## config.mk

```make
export PLATFORM = sky130hd
export DESIGN_NAME = robot_brain
export DESIGN_NICKNAME = d
export VERILOG_FILES = /design/src/rtl/robot_brain.sv
export SDC_FILE = /design/constraint.sdc
export NUM_CORES = 1
export LEC_CHECK = 0
export ABC_AREA = 1
export ABC_CLOCK_PERIOD_IN_PS = 1350
export CAP_MARGIN = 20
export CORE_UTILIZATION = 47
export DETAILED_ROUTE_END_ITERATION = 10
export GPL_TIMING_DRIVEN = 0
export PLACE_DENSITY = 0.75
export SYNTH_ARGS = -nofsm -noshare
export SYNTH_HDL_FRONTEND = slang
export SYNTH_SLANG_ARGS = --single-unit
```

## constraint.sdc

```tcl
create_clock -name clock -period 1.35 [get_ports clock]
set_input_delay 0.2025 -clock clock [delete_from_list [all_inputs] [get_ports clock]]
set_output_delay 0.2025 -clock clock [all_outputs]
set_load 0.02 [all_outputs]
```

## src/rtl/robot_brain.sv

```systemverilog
// robot_brain: left-hand wall-following decision engine for the pipe-cleaning
// robot. One sensor snapshot in, one registered movement command out, with
// timed trash cleaning and stuck detection.
//
// state   | meaning
// --------+--------------------------------------------------------------
// SEARCH  | no wall acquired yet; go straight until something is hit
// FOLLOW  | wall on the left; keep it there
// CLEAN   | CLEAN command issued; busy, snapshots dropped until timer ends
// HALT    | too many consecutive turns; answer NOP until reset
module robot_brain #(
  parameter int          CLEAN_CYCLES     = 8,
  parameter int          STUCK_LIMIT      = 4,
  parameter logic [1:0]  INIT_ORIENTATION = 2'b00
) (
  input  logic        clock,
  input  logic        reset,
  input  logic        sensor_valid,
  input  logic        head,
  input  logic        left,
  input  logic        trash_ahead,
  output logic [2:0]  cmd,
  output logic        cmd_valid,
  output logic [1:0]  orientation,
  output logic        busy,
  output logic        halted,
  output logic [15:0] move_count
);

  localparam logic [1:0] ST_SEARCH = 2'd0;
  localparam logic [1:0] ST_FOLLOW = 2'd1;
  localparam logic [1:0] ST_CLEAN  = 2'd2;
  localparam logic [1:0] ST_HALT   = 2'd3;

  localparam logic [2:0] CMD_NOP   = 3'b000;
  localparam logic [2:0] CMD_MOVE  = 3'b001;
  localparam logic [2:0] CMD_RIGHT = 3'b010;
  localparam logic [2:0] CMD_LEFT  = 3'b011;
  localparam logic [2:0] CMD_CLEAN = 3'b100;

  localparam logic [1:0] OR_N = 2'b00;
  localparam logic [1:0] OR_S = 2'b01;
  localparam logic [1:0] OR_E = 2'b10;
  localparam logic [1:0] OR_W = 2'b11;

  // Stuck counter only needs to reach STUCK_LIMIT; clean timer counts down
  // from CLEAN_CYCLES-1 to zero.
  localparam int STUCK_W = $clog2(STUCK_LIMIT + 1);
  localparam int CLEAN_W = (CLEAN_CYCLES > 1) ? $clog2(CLEAN_CYCLES) : 1;
  localparam logic [STUCK_W-1:0] STUCK_TC   = STUCK_W'(STUCK_LIMIT);
  localparam logic [CLEAN_W-1:0] CLEAN_LOAD = CLEAN_W'(CLEAN_CYCLES - 1);

  logic [1:0]         state_q;
  logic [1:0]         ret_state_q;
  logic [2:0]         prev_cmd_q;
  logic [STUCK_W-1:0] stuck_q;
  logic [CLEAN_W-1:0] clean_cnt_q;

  logic               accept;
  logic               follow_eff;
  logic               is_turn;
  logic [2:0]         dec_cmd;
  logic [1:0]         dec_state;
  logic [STUCK_W-1:0] stuck_next;
  logic [1:0]         orient_next;

  function automatic logic [1:0] rot_right(input logic [1:0] o);
    case (o)
      OR_N:    rot_right = OR_E;
      OR_E:    rot_right = OR_S;
      OR_S:    rot_right = OR_W;
      default: rot_right = OR_N;
    endcase
  endfunction

  function automatic logic [1:0] rot_left(input logic [1:0] o);
    case (o)
      OR_N:    rot_left = OR_W;
      OR_W:    rot_left = OR_S;
      OR_S:    rot_left = OR_E;
      default: rot_left = OR_N;
    endcase
  endfunction

  assign busy   = (state_q == ST_CLEAN);
  assign halted = (state_q == ST_HALT);
  assign accept = sensor_valid && !busy;

  // Decide the command, next state and stuck count for the current snapshot.
  always_comb begin
    dec_cmd    = CMD_NOP;
    dec_state  = state_q;
    follow_eff = (state_q == ST_FOLLOW) || ((state_q == ST_SEARCH) && left);
    if (state_q == ST_HALT) begin
      dec_cmd = CMD_NOP;
    end else if (trash_ahead) begin
      dec_cmd   = CMD_CLEAN;
      dec_state = ST_CLEAN;
    end else if (follow_eff) begin
      dec_state = ST_FOLLOW;
      // A single left turn is tried per gap; after it we go straight.
      if (!left && (prev_cmd_q != CMD_LEFT)) dec_cmd = CMD_LEFT;
      else if (head)                         dec_cmd = CMD_RIGHT;
      else                                   dec_cmd = CMD_MOVE;
    end else if (head) begin
      dec_cmd   = CMD_RIGHT;
      dec_state = ST_FOLLOW;
    end else begin
      dec_cmd = CMD_MOVE;
    end

    is_turn = (dec_cmd == CMD_RIGHT) || (dec_cmd == CMD_LEFT);
    if (is_turn)
      stuck_next = stuck_q + STUCK_W'(1);
    else if ((dec_cmd == CMD_MOVE) || (dec_cmd == CMD_CLEAN))
      stuck_next = '0;
    else
      stuck_next = stuck_q;
    if (is_turn && (stuck_next == STUCK_TC)) dec_state = ST_HALT;

    if (dec_cmd == CMD_RIGHT)     orient_next = rot_right(orientation);
    else if (dec_cmd == CMD_LEFT) orient_next = rot_left(orientation);
    else                          orient_next = orientation;
  end

  // State, clean timer and command registers; reset discards any clean.
  always_ff @(posedge clock or negedge reset) begin
    if (!reset) begin
      state_q     <= ST_SEARCH;
      ret_state_q <= ST_SEARCH;
      prev_cmd_q  <= CMD_NOP;
      stuck_q     <= '0;
      clean_cnt_q <= '0;
      cmd         <= CMD_NOP;
      cmd_valid   <= 1'b0;
      orientation <= INIT_ORIENTATION;
      move_count  <= 16'h0000;
    end else begin
      cmd_valid <= accept;
      if (busy) begin
        if (clean_cnt_q == '0) begin
          state_q    <= ret_state_q;
        end else begin
          clean_cnt_q <= clean_cnt_q - CLEAN_W'(1);
        end
      end else if (accept) begin
        cmd         <= dec_cmd;
        prev_cmd_q  <= dec_cmd;
        state_q     <= dec_state;
        stuck_q     <= stuck_next;
        orientation <= orient_next;
        if (dec_cmd == CMD_CLEAN) begin
          ret_state_q <= state_q;
          clean_cnt_q <= CLEAN_LOAD;
        end
        if ((dec_cmd == CMD_MOVE) && (move_count != 16'hFFFF))
          move_count <= move_count + 16'h0001;
      end
    end
  end

endmodule

```

==> impl_metrics.toml, run 1 <==
[clocking]
numCtsBuffers = 5
clkLatencyLatePin_ns = 0.29
h-tree-depth = 2
clock-root-buffer = "clkbuf_8"
cts_sinks = 32
clk_pin_slew_ns = 0.07
cts_tree = "yes"
cts_max_path_buffers = 2

[cells_and_area]
area_delta_synth_final_pct = 53.3
drive_gt1_share_pct = 41.7
fin_nets = 290
diodes = 0
fin_util_pct = 74.7
stdcell_area_mm2 = 0.00274
fill_cells = 260

[route]
drc = 0
wl_per_cell_um = 14.8
ant_nets = 0
via_count = 1671
dr.pass1.iters = 4
vias_per_cell = 5.13
drt_wl_total_mm = 4.82
drt_iter0_drc = 62

[synth]
synth_seq_area_share_pct = 44.9
yosys_most_used_dff = "dfrtp_1"
syn_area_per_cell_um2 = 8.26
syn_inst = 216
ys_warn_count = 0
synth-xor-area-share_pct = 8.35
synth_mux_area_share_pct = 0
synth_compound_area_share_pct = 7.43
synthDistinctLibCells = 27
synth_top_family_by_area = "simple AND/OR/NAND/NOR gates"
synthesis.area_mm2 = 0.00178
ys_ff_latch = 32
synth_edf_count = 0
synth_nets = 229
ys_async_sr_fraction_pct = 100
yosys.area_share.adder_pct = 4.91
synth-simple-area-share_pct = 27.1

[placement]
post-place-ws_ns = -0.482
dp_hpwl_mm = 2.60
port-buffer-count = 29
gp_congestion = 0.863
dpl-instance-area_mm2 = 0.00216

[critical_path]
path_cells = "buf_6, nor2_4, nand2_2, nor2_4, nand2_4, buf_12, nor3_4, xor2_1"
worstSetupPathType = "flop to flop"
worstPathArrival_ns = 1.77
crit_family = "simple AND/OR/NAND/NOR gates"
startpoint_type = "flop"
crit_required_ns = 1.56
path_max_fanout = 5
cpMaxStageDelayCell = "dfrtp_2"
crit_buf_inv = 2
crit_path_end_kind = "flop"
slowest_delay_ns = 0.45
crit_top_cell = "nor2_4"

[status]
violations = "setup timing"
status = "finished with violations"

[power_and_ir_drop]
leakage_nw = 1.32
ir_worst_vdd_uv = 1180
p_per_area_mw_per_mm2 = 1670
finalPower_w = 0.00456

[floorplanning]
die_x_um = 63.6
start_util_pct = 48.7
num_rows = 22
dieHeight_um = 63.6
die-area_mm2 = 0.00405
core_area_mm2 = 0.00366
io_pins = 30

[grt]
grt_max_degree = 33
antenna_found_initial = 0
grt_usage_pct = 22.9
grt_pass1_vias = 1565
grt_pass1_wl_mm = 7.02
grt-ovfl-total = 0

[sta]
setup_viol = 24
drv_slew = 0
rsz0062_at_grt = "yes"
post-route-min-period_ns = 1.57
finalHoldViolations = 0
finalCritPeriodShare_pct = 116
worst_pin_slew_ns = 0.720
max_freq_mhz = 638
fin_tns_setup_ns = -2.46
fin_ws_ns = -0.218
clock-skew-final_ns = 0.00869
relSlewSlack_pct = 52.0

[flow_run]
maxCapViolCount = 0

[hold_path]
worstHoldPathType = "flop to flop"
kinds of logic (layout without fill, tap and decap cells):
| logic type | count (synthesis) | in the layout |
|---|---|---|
| simple gates | 103 | 103 |
| xor+xnor | 17 | 17 |
| fa+ha+maj | 7 | 7 |
| buf+inv | 32 | 94 |
| compound gates | 25 | 25 |
| flops | 32 | 32 |
cell usage after synthesis (2+ instances only):
master	count	area, um^2
dfrtp_1	32	801
xnor2_1	9	78.8
xor2_1	8	70.1
inv_1	25	93.8
o21ai_0	17	85.1
nand2_4	2	22.5
o21ai_1	4	20.0
nor2_1	16	60.1
nor3_1	2	10.0
inv_2	5	18.8
nand4_1	6	37.5
nand2_1	58	218
a31oi_1	2	12.5
ha_1	7	87.6
nor2_4	3	33.8
nand3_1	9	45.0
layout make-up:
cell class | count | area [um^2] | share of cell area, %
multi-input cells | 152 | 1110 | 40.6
repair buffers | 54 | 482 | 17.6
inverters | 31 | 131 | 4.80
flip-flops and latches | 32 | 813 | 29.7
clock inverters | 1 | 30.0 | 1.10
clock buffers | 7 | 96.3 | 3.52
well taps | 48 | 60.1 | 2.20
plain buffers | 1 | 11.3 | 0.412
report_power, final:
group	internal, W	leakage [nW]	switching, W
clock network	0.000651	0.0645	0.000379
registers	0.00124	0.399	0.000273
logic	0.000820	0.858	0.00119
total	0.00271	1.32	0.00184
final timing paths:
kind                            slack [ns]                         end                        from  depth (start not counted)
worst min-delay path                  0.46  ret_state_q[1]$_DFFE_PN0P_  ret_state_q[1]$_DFFE_PN0P_                          2
worst max-delay path                 -0.22   move_count[3]$_DFFE_PN0P_      state_q[1]$_DFFE_PN0P_                          8
max in group asynchronous             0.35   move_count[5]$_DFFE_PN0P_                       reset                          2
worst min register to register        0.46  ret_state_q[1]$_DFFE_PN0P_  ret_state_q[1]$_DFFE_PN0P_                          2
min in group asynchronous             0.50   move_count[2]$_DFFE_PN0P_                       reset                          2
worst max register to register       -0.22   move_count[3]$_DFFE_PN0P_      state_q[1]$_DFFE_PN0P_                          8
state kept, by name, summed over array words and instances (netlist names):
signal and count:
state_q 2, orientation 2, ret_state_q 2, move_count 16, prev_cmd_q 3, cmd_valid 1, clean_cnt_q 3, stuck_q 3
cells in the final DEF, fill, tap and decap left out, drive strengths merged:
| cell | netlist | final |
|---|---|---|
| clkbuf | 0 | 8 |
| xnor2 | 9 | 9 |
| dfrtp | 32 | 32 |
| a31oi | 2 | 2 |
| nand3 | 10 | 10 |
| nand2 | 61 | 61 |
| o21ai | 21 | 21 |
| dlygate4sd2 | 0 | 18 |
| or2 | 1 | 1 |
| clkdlybuf4s15 | 0 | 4 |
| clkdlybuf4s50 | 0 | 4 |
| nor3 | 3 | 3 |
| buf | 1 | 27 |
| bufinv | 0 | 1 |
| inv | 31 | 31 |
| nor2 | 20 | 20 |
| nand4 | 6 | 6 |
| dlygate4sd3 | 0 | 1 |
| xor2 | 8 | 8 |
| a21boi | 1 | 1 |
| ha | 7 | 7 |
| nor4 | 2 | 2 |
| o211ai | 1 | 1 |
through the flow:
stage	cells	hold WS, ns
after floorplan	216	-0.0931
after global placement	293	0.442
after detailed placement	293	0.298
after CTS	314	0.465
after global routing	326	0.494
final	326	0.459
worst min-delay path, stage by stage, from the launching register on:
cell and delay [ns]:
dfrtp_1 0.34, nand2_1 0.05, inv_1 0.04
timing repair:
action,CTS,global route
hold buffers,1,0
endpoints found under the hold margin,32,0
setup endpoints to repair,47,31
gates resized for setup,65,59
cloned,0,0
buffers inserted,12,12
pin swaps,14,22
per-layer routing:
layer	share of wire [%]	global-route usage, %	up-vias
met5	0	0	-
met1	39	26.8	796
met2	52	38.0	46
li1	-	-	813
met3	4.9	6.70	16
met4	3.2	11.4	0
Note: power is estimated with default switching activity, not from simulation.
==> run 2: changes to the inputs <==
Settings changed: CAP_MARGIN 20 to 0, SLEW_MARGIN set to 30.
==> run 2 against run 1 <==
The run still ends with setup timing left. Wire length shrank 11%. Clock skew shrank 0.00074 ns. Sequential cell count is the same. Maximum frequency grew 4.8%. Cell area shrank 5.4%. Clock-buffer cell count is the same. Via count shrank 6.1%. Sequential power is essentially flat. Clock power is essentially flat. First-iteration DRC count grew 58%. Sequential share of layout area grew 1.8 points. Largest power group unchanged.
==> impl_metrics.toml, run 2 (synthesis results as in run 1) <==
[route]
ant_nets = 0
dr.pass1.iters = 4
vias_per_cell = 4.90
via_count = 1569
drt_iter0_drc = 98
drc = 0
wl_per_cell_um = 13.4
drt_wl_total_mm = 4.28

[sta]
finalHoldViolations = 0
worst_pin_slew_ns = 0.264
holdWs_ns = 0.292
drv_slew = 0
finalCritPeriodShare_pct = 111
rsz0062_at_grt = "yes"
post-route-min-period_ns = 1.50
fin_tns_setup_ns = -1.79
clock-skew-final_ns = 0.00795
setup_viol = 22
max_freq_mhz = 668
fin_ws_ns = -0.146
relSlewSlack_pct = 82.4

[floorplanning]
core_area_mm2 = 0.00366
die_x_um = 63.6
dieHeight_um = 63.6
start_util_pct = 48.7
io_pins = 30
die-area_mm2 = 0.00405
num_rows = 22

[critical_path]
cpMaxStageDelayCell = "dfrtp_2"
worstPathArrival_ns = 1.66
crit_required_ns = 1.52
crit_buf_inv = 2
startpoint_type = "flop"
worstSetupPathType = "flop to flop"
slowest_delay_ns = 0.41
path_max_fanout = 4
crit_family = "simple AND/OR/NAND/NOR gates"
path_cells = "ha_4, inv_4, nor2_4, nand4_1, nand2_4, buf_6, nor2_2, xor2_1"
crit_path_end_kind = "flop"

[placement]
dp_hpwl_mm = 2.66
gp_congestion = 0.863
port-buffer-count = 29

[clocking]
numCtsBuffers = 5
cts_max_path_buffers = 2
cts_tree = "yes"
clock-root-buffer = "clkbuf_8"
clk_pin_slew_ns = 0.07
h-tree-depth = 2
clkLatencyLatePin_ns = 0.28
cts_sinks = 32

[cells_and_area]
multi_input_area_mm2 = 0.00101
diodes = 0
drive_gt1_share_pct = 33.8
layout_common_cells = "49 x nand2_1, 21 x dfrtp_1, 20 x dlygate4sd2_1"
fill_cells = 293
fin_nets = 284
area_delta_synth_final_pct = 45.0
largest_reg_flops = 16
seqCellArea_um2 = 815
layout_commonest_cell = "nand2_1"
regMostFlops = "move_count"

[grt]
use_met1_pct = 26.4
grt_pass1_vias = 1593
antenna_found_initial = 0
use_met3_pct = 7.07
grt_usage_pct = 22.9
grt-ovfl-total = 0
grt_pass1_wl_mm = 7.12
grt_max_degree = 26
grt_use_met2_pct = 39.9
busiest_layer = "met2"

[status]
status = "finished with violations"
violations = "setup timing"

[power_and_ir_drop]
p_per_area_mw_per_mm2 = 1680
ir_worst_vdd_uv = 990
leakage_nw = 1.25

[flow_run]
maxCapViolCount = 0

[hold_path]
worstHoldPathType = "input pin to async pin"
==> run 2: cell type report <==
type	count	area share [%]
multi-input cells	152	39.1
clock buffers	7	3.73
inverters	31	4.98
well taps	48	2.32
repair buffers	49	17.2
flip-flops and latches	32	31.5
clock inverters	1	1.16
==> run 2: what timing repair did <==
action / 4_1_cts / 5_1_grt
gates resized for setup: 65 / 31
setup buffers: 13 / 5
pin swaps: 12 / 12
hold buffers: 1 / 0
endpoints found under the hold margin: 7 / 0
endpoints found under the setup margin: 47 / 31
==> run 2: worst paths after layout <==
path	start	to	slack [ns]	depth (start not counted)
max in group asynchronous	reset	move_count[6]$_DFFE_PN0P_	0.66	3
worst min register to register	ret_state_q[1]$_DFFE_PN0P_	ret_state_q[1]$_DFFE_PN0P_	0.46	2
worst min-delay path	reset	clean_cnt_q[2]$_DFFE_PN0P_	0.29	2
worst max register to register	move_count[0]$_DFFE_PN0P_	move_count[2]$_DFFE_PN0P_	-0.15	8
worst max-delay path	move_count[0]$_DFFE_PN0P_	move_count[2]$_DFFE_PN0P_	-0.15	8
min in group clock	ret_state_q[1]$_DFFE_PN0P_	ret_state_q[1]$_DFFE_PN0P_	0.46	2
==> run 2: worst register-to-register path: stages, from the launching register on <==
cell and delay, ns:
dfrtp_2 0.41, ha_4 0.16, inv_4 0.05, nor2_4 0.09, nand4_1 0.16, nand2_4 0.17, buf_6 0.15, nor2_2 0.04
xor2_1 0.15
==> run 2: routing by layer <==
layer  wire [um]  part of all wire, %  vias to the layer above
li1            -                    -                      800
met5           0                    0                        -
met3         177                  4.1                        8
met2        2260                   53                       34
met1        1790                   42                      727
met4          49                  1.1                        0
==> run 2: through the flow <==
stage                     area, um^2  utilization, %  total power (W)  cells  worst slack (ns)
after floorplan                 1810               -          0.00247    216           -0.0201
after global placement          2160            59.1          0.00302    293            -0.659
after detailed placement        2180            59.5          0.00306    294            -0.496
after CTS                       2470            67.4          0.00417    315            -0.128
after global routing            2590            70.6          0.00464    320            -0.234
final                           2590            70.6          0.00434    320            -0.146
==> run 2: power breakdown <==
part	internal [W]	switching [W]	total, W
clock network	0.000651	0.000361	0.00101
logic	0.000736	0.00109	0.00182
registers	0.00124	0.000255	0.00150
total	0.00263	0.00170	0.00434
==> run 3: changes to the inputs <==
Settings changed: CAP_MARGIN 0 to not set.
==> results of run 3 <==
No change in the layout: final DEF, timing and power equal those of run 2.
==> patch: new RTL, flow settings as in run 3 <==
Register the output `move_count` once more, cleared by the reset; this adds one clock of latency there. The other outputs are not delayed to match.
--- a/src/rtl/robot_brain.sv
+++ b/src/rtl/robot_brain.sv
@@ -49,6 +49,8 @@
   localparam int CLEAN_W = (CLEAN_CYCLES > 1) ? $clog2(CLEAN_CYCLES) : 1;
   localparam logic [STUCK_W-1:0] STUCK_TC   = STUCK_W'(STUCK_LIMIT);
   localparam logic [CLEAN_W-1:0] CLEAN_LOAD = CLEAN_W'(CLEAN_CYCLES - 1);
+
+  logic [15:0] move_count_s0;
 
   logic [1:0]         state_q;
   logic [1:0]         ret_state_q;
@@ -134,7 +136,7 @@
       cmd         <= CMD_NOP;
       cmd_valid   <= 1'b0;
       orientation <= INIT_ORIENTATION;
-      move_count  <= 16'h0000;
+      move_count_s0 <= 16'h0000;
     end else begin
       cmd_valid <= accept;
       if (busy) begin
@@ -153,9 +155,17 @@
           ret_state_q <= state_q;
           clean_cnt_q <= CLEAN_LOAD;
         end
-        if ((dec_cmd == CMD_MOVE) && (move_count != 16'hFFFF))
-          move_count <= move_count + 16'h0001;
+        if ((dec_cmd == CMD_MOVE) && (move_count_s0 != 16'hFFFF))
+          move_count_s0 <= move_count_s0 + 16'h0001;
       end
+    end
+  end
+
+  always_ff @(posedge clock or negedge reset) begin
+    if (!reset) begin
+      move_count <= '0;
+    end else begin
+      move_count <= move_count_s0;
     end
   end
 
Function: changed (Yosys sat finds a counterexample within 4 cycles, from zero or initial values and one cycle with reset low).
==> patch against run 3 <==
The run still ends with negative setup slack left. Area after synthesis increased by 22%. Setup slack got worse by 0.076 ns. Clock skew decreased by 0.0041 ns. Maximum frequency decreased by 4.9%. Utilization decreased by 1.2 points. Sequential share of layout area increased by 7.7 points. Wire length increased by 14%. Sequential cell count increased by 16. Power increased by 26%. Cell area increased by 19%. Critical path type unchanged. Critical endpoint is now move_count_s0[6]. Largest power group unchanged.
==> patch: results (changes against run 3) <==
result of the run complete, but fails checks; violated checks negative setup slack; overall global routing resource usage 0.190 (-0.0391); routed wire length on met3 158 um (-11%); fraction of the yosys area taken by sequential cells 0.550 (+0.101); final WL 4890 um (+14%); layout cell share with drive strength beyond 1 0.340 (+0.00197); maximum fanout count along the critical path 6 (+2); endpoint of the worst register-to-register path move_count_s0[6]; vias in the first global route 1731 (+8.7%); 1st-iter DRT viols 97 (-1.0%); half-perimeter wire length after placement 2800 um (+5.3%); Synthesized Nets 244 (+6.6%); launch point of the worst reg-to-reg path state_q[1]; library cells used by synthesis 26 (-3.7%); worst min path class register to register; Final WS setup -0.223 ns (-0.0764 ns); cell count of the worst reg-to-reg path 10 (+2); global-route wire length before repair 7440 um (+4.5%); final setup violation count 22 (unchanged); placement-stage cell area 0.00256 sq mm (+18%); leakage power 1.55 nW (+24%); maximum vdd drop 0.00113 V (+14%); pin count of the biggest net entering global routing 49 (+88%); length of routed wiring on met1 2020 um (+13%)
==> patch: cell types whose count changed in the layout (fill, tap and decap cells not counted), moves of 6 or more <==
cell and delta:
sky130_fd_sc_hd__xnor2_1 -6, sky130_fd_sc_hd__dfrtp_2 -10, sky130_fd_sc_hd__inv_1 +6, sky130_fd_sc_hd__nand2_1 -19, sky130_fd_sc_hd__dfrtp_1 +26
==> patch: cells by family after synthesis <==
kind of cell    synth area share
xor+xnor                  0.0682
buf+inv                   0.0688
fa+ha+maj                 0.0401
simple gates               0.199
compound gates            0.0739
flops                      0.550
==> patch: final cells by class <==
| class | count | area share |
|---|---|---|
| well taps | 52 | 0.0212 |
| inverters | 35 | 0.0461 |
| clock buffers | 8 | 0.0294 |
| multi-input cells | 146 | 0.341 |
| flip-flops and latches | 48 | 0.392 |
| plain buffers | 2 | 0.00857 |
| repair buffers | 52 | 0.161 |
==> patch: power breakdown <==
part	switching, mW	internal, mW	total [mW]
Clock	0.448	0.418	0.866
Sequential	0.283	1.86	2.14
Combinational	1.44	1.02	2.46
Total	2.17	3.30	5.47
==> patch: routing by layer <==
metal | up-vias | global-route usage
met5 | - | 0
met4 | 0 | 0.0822
met3 | 10 | 0.0361
met2 | 42 | 0.325
met1 | 902 | 0.234
li1 | 851 | -
==> patch: worst min path at each step <==
stage	from	endpoint	slack, ns
floorplan	reset	clean_cnt_q[0]	-0.09
global placement	move_count_s0[11]	move_count[11]	0.40
detailed placement	reset	prev_cmd_q[0]	0.24
CTS	move_count_s0[11]	move_count[11]	0.43
global route	move_count_s0[11]	move_count[11]	0.43
finish	move_count_s0[11]	move_count[11]	0.43
==> patch: worst max-delay path, stage by stage, from the launching register on <==
cell	delay, ns
sky130_fd_sc_hd__dfrtp_2	0.47
sky130_fd_sc_hd__inv_2	0.08
sky130_fd_sc_hd__nand2_1	0.05
sky130_fd_sc_hd__nor2_1	0.13
sky130_fd_sc_hd__nand2_2	0.10
sky130_fd_sc_hd__nand2_4	0.11
sky130_fd_sc_hd__nor2_4	0.05
sky130_fd_sc_hd__o21ai_4	0.11
sky130_fd_sc_hd__buf_6	0.18
sky130_fd_sc_hd__nor2_2	0.05
sky130_fd_sc_hd__xor2_1	0.14
==> patch: through the flow <==
step	utilization	instances
floorplan	-	231
global placement	0.580	312
detailed placement	0.580	312
CTS	0.639	337
global route	0.694	343
finish	0.694	343
==> patch: what timing repair did <==
action	in CTS	in global routing
buffers inserted	15	6
setup endpoints to repair	49	30
gates cloned	1	1
hold buffers	1	0
gates resized for setup	59	50
endpoints found under the hold margin	48	0
pin swaps	12	16
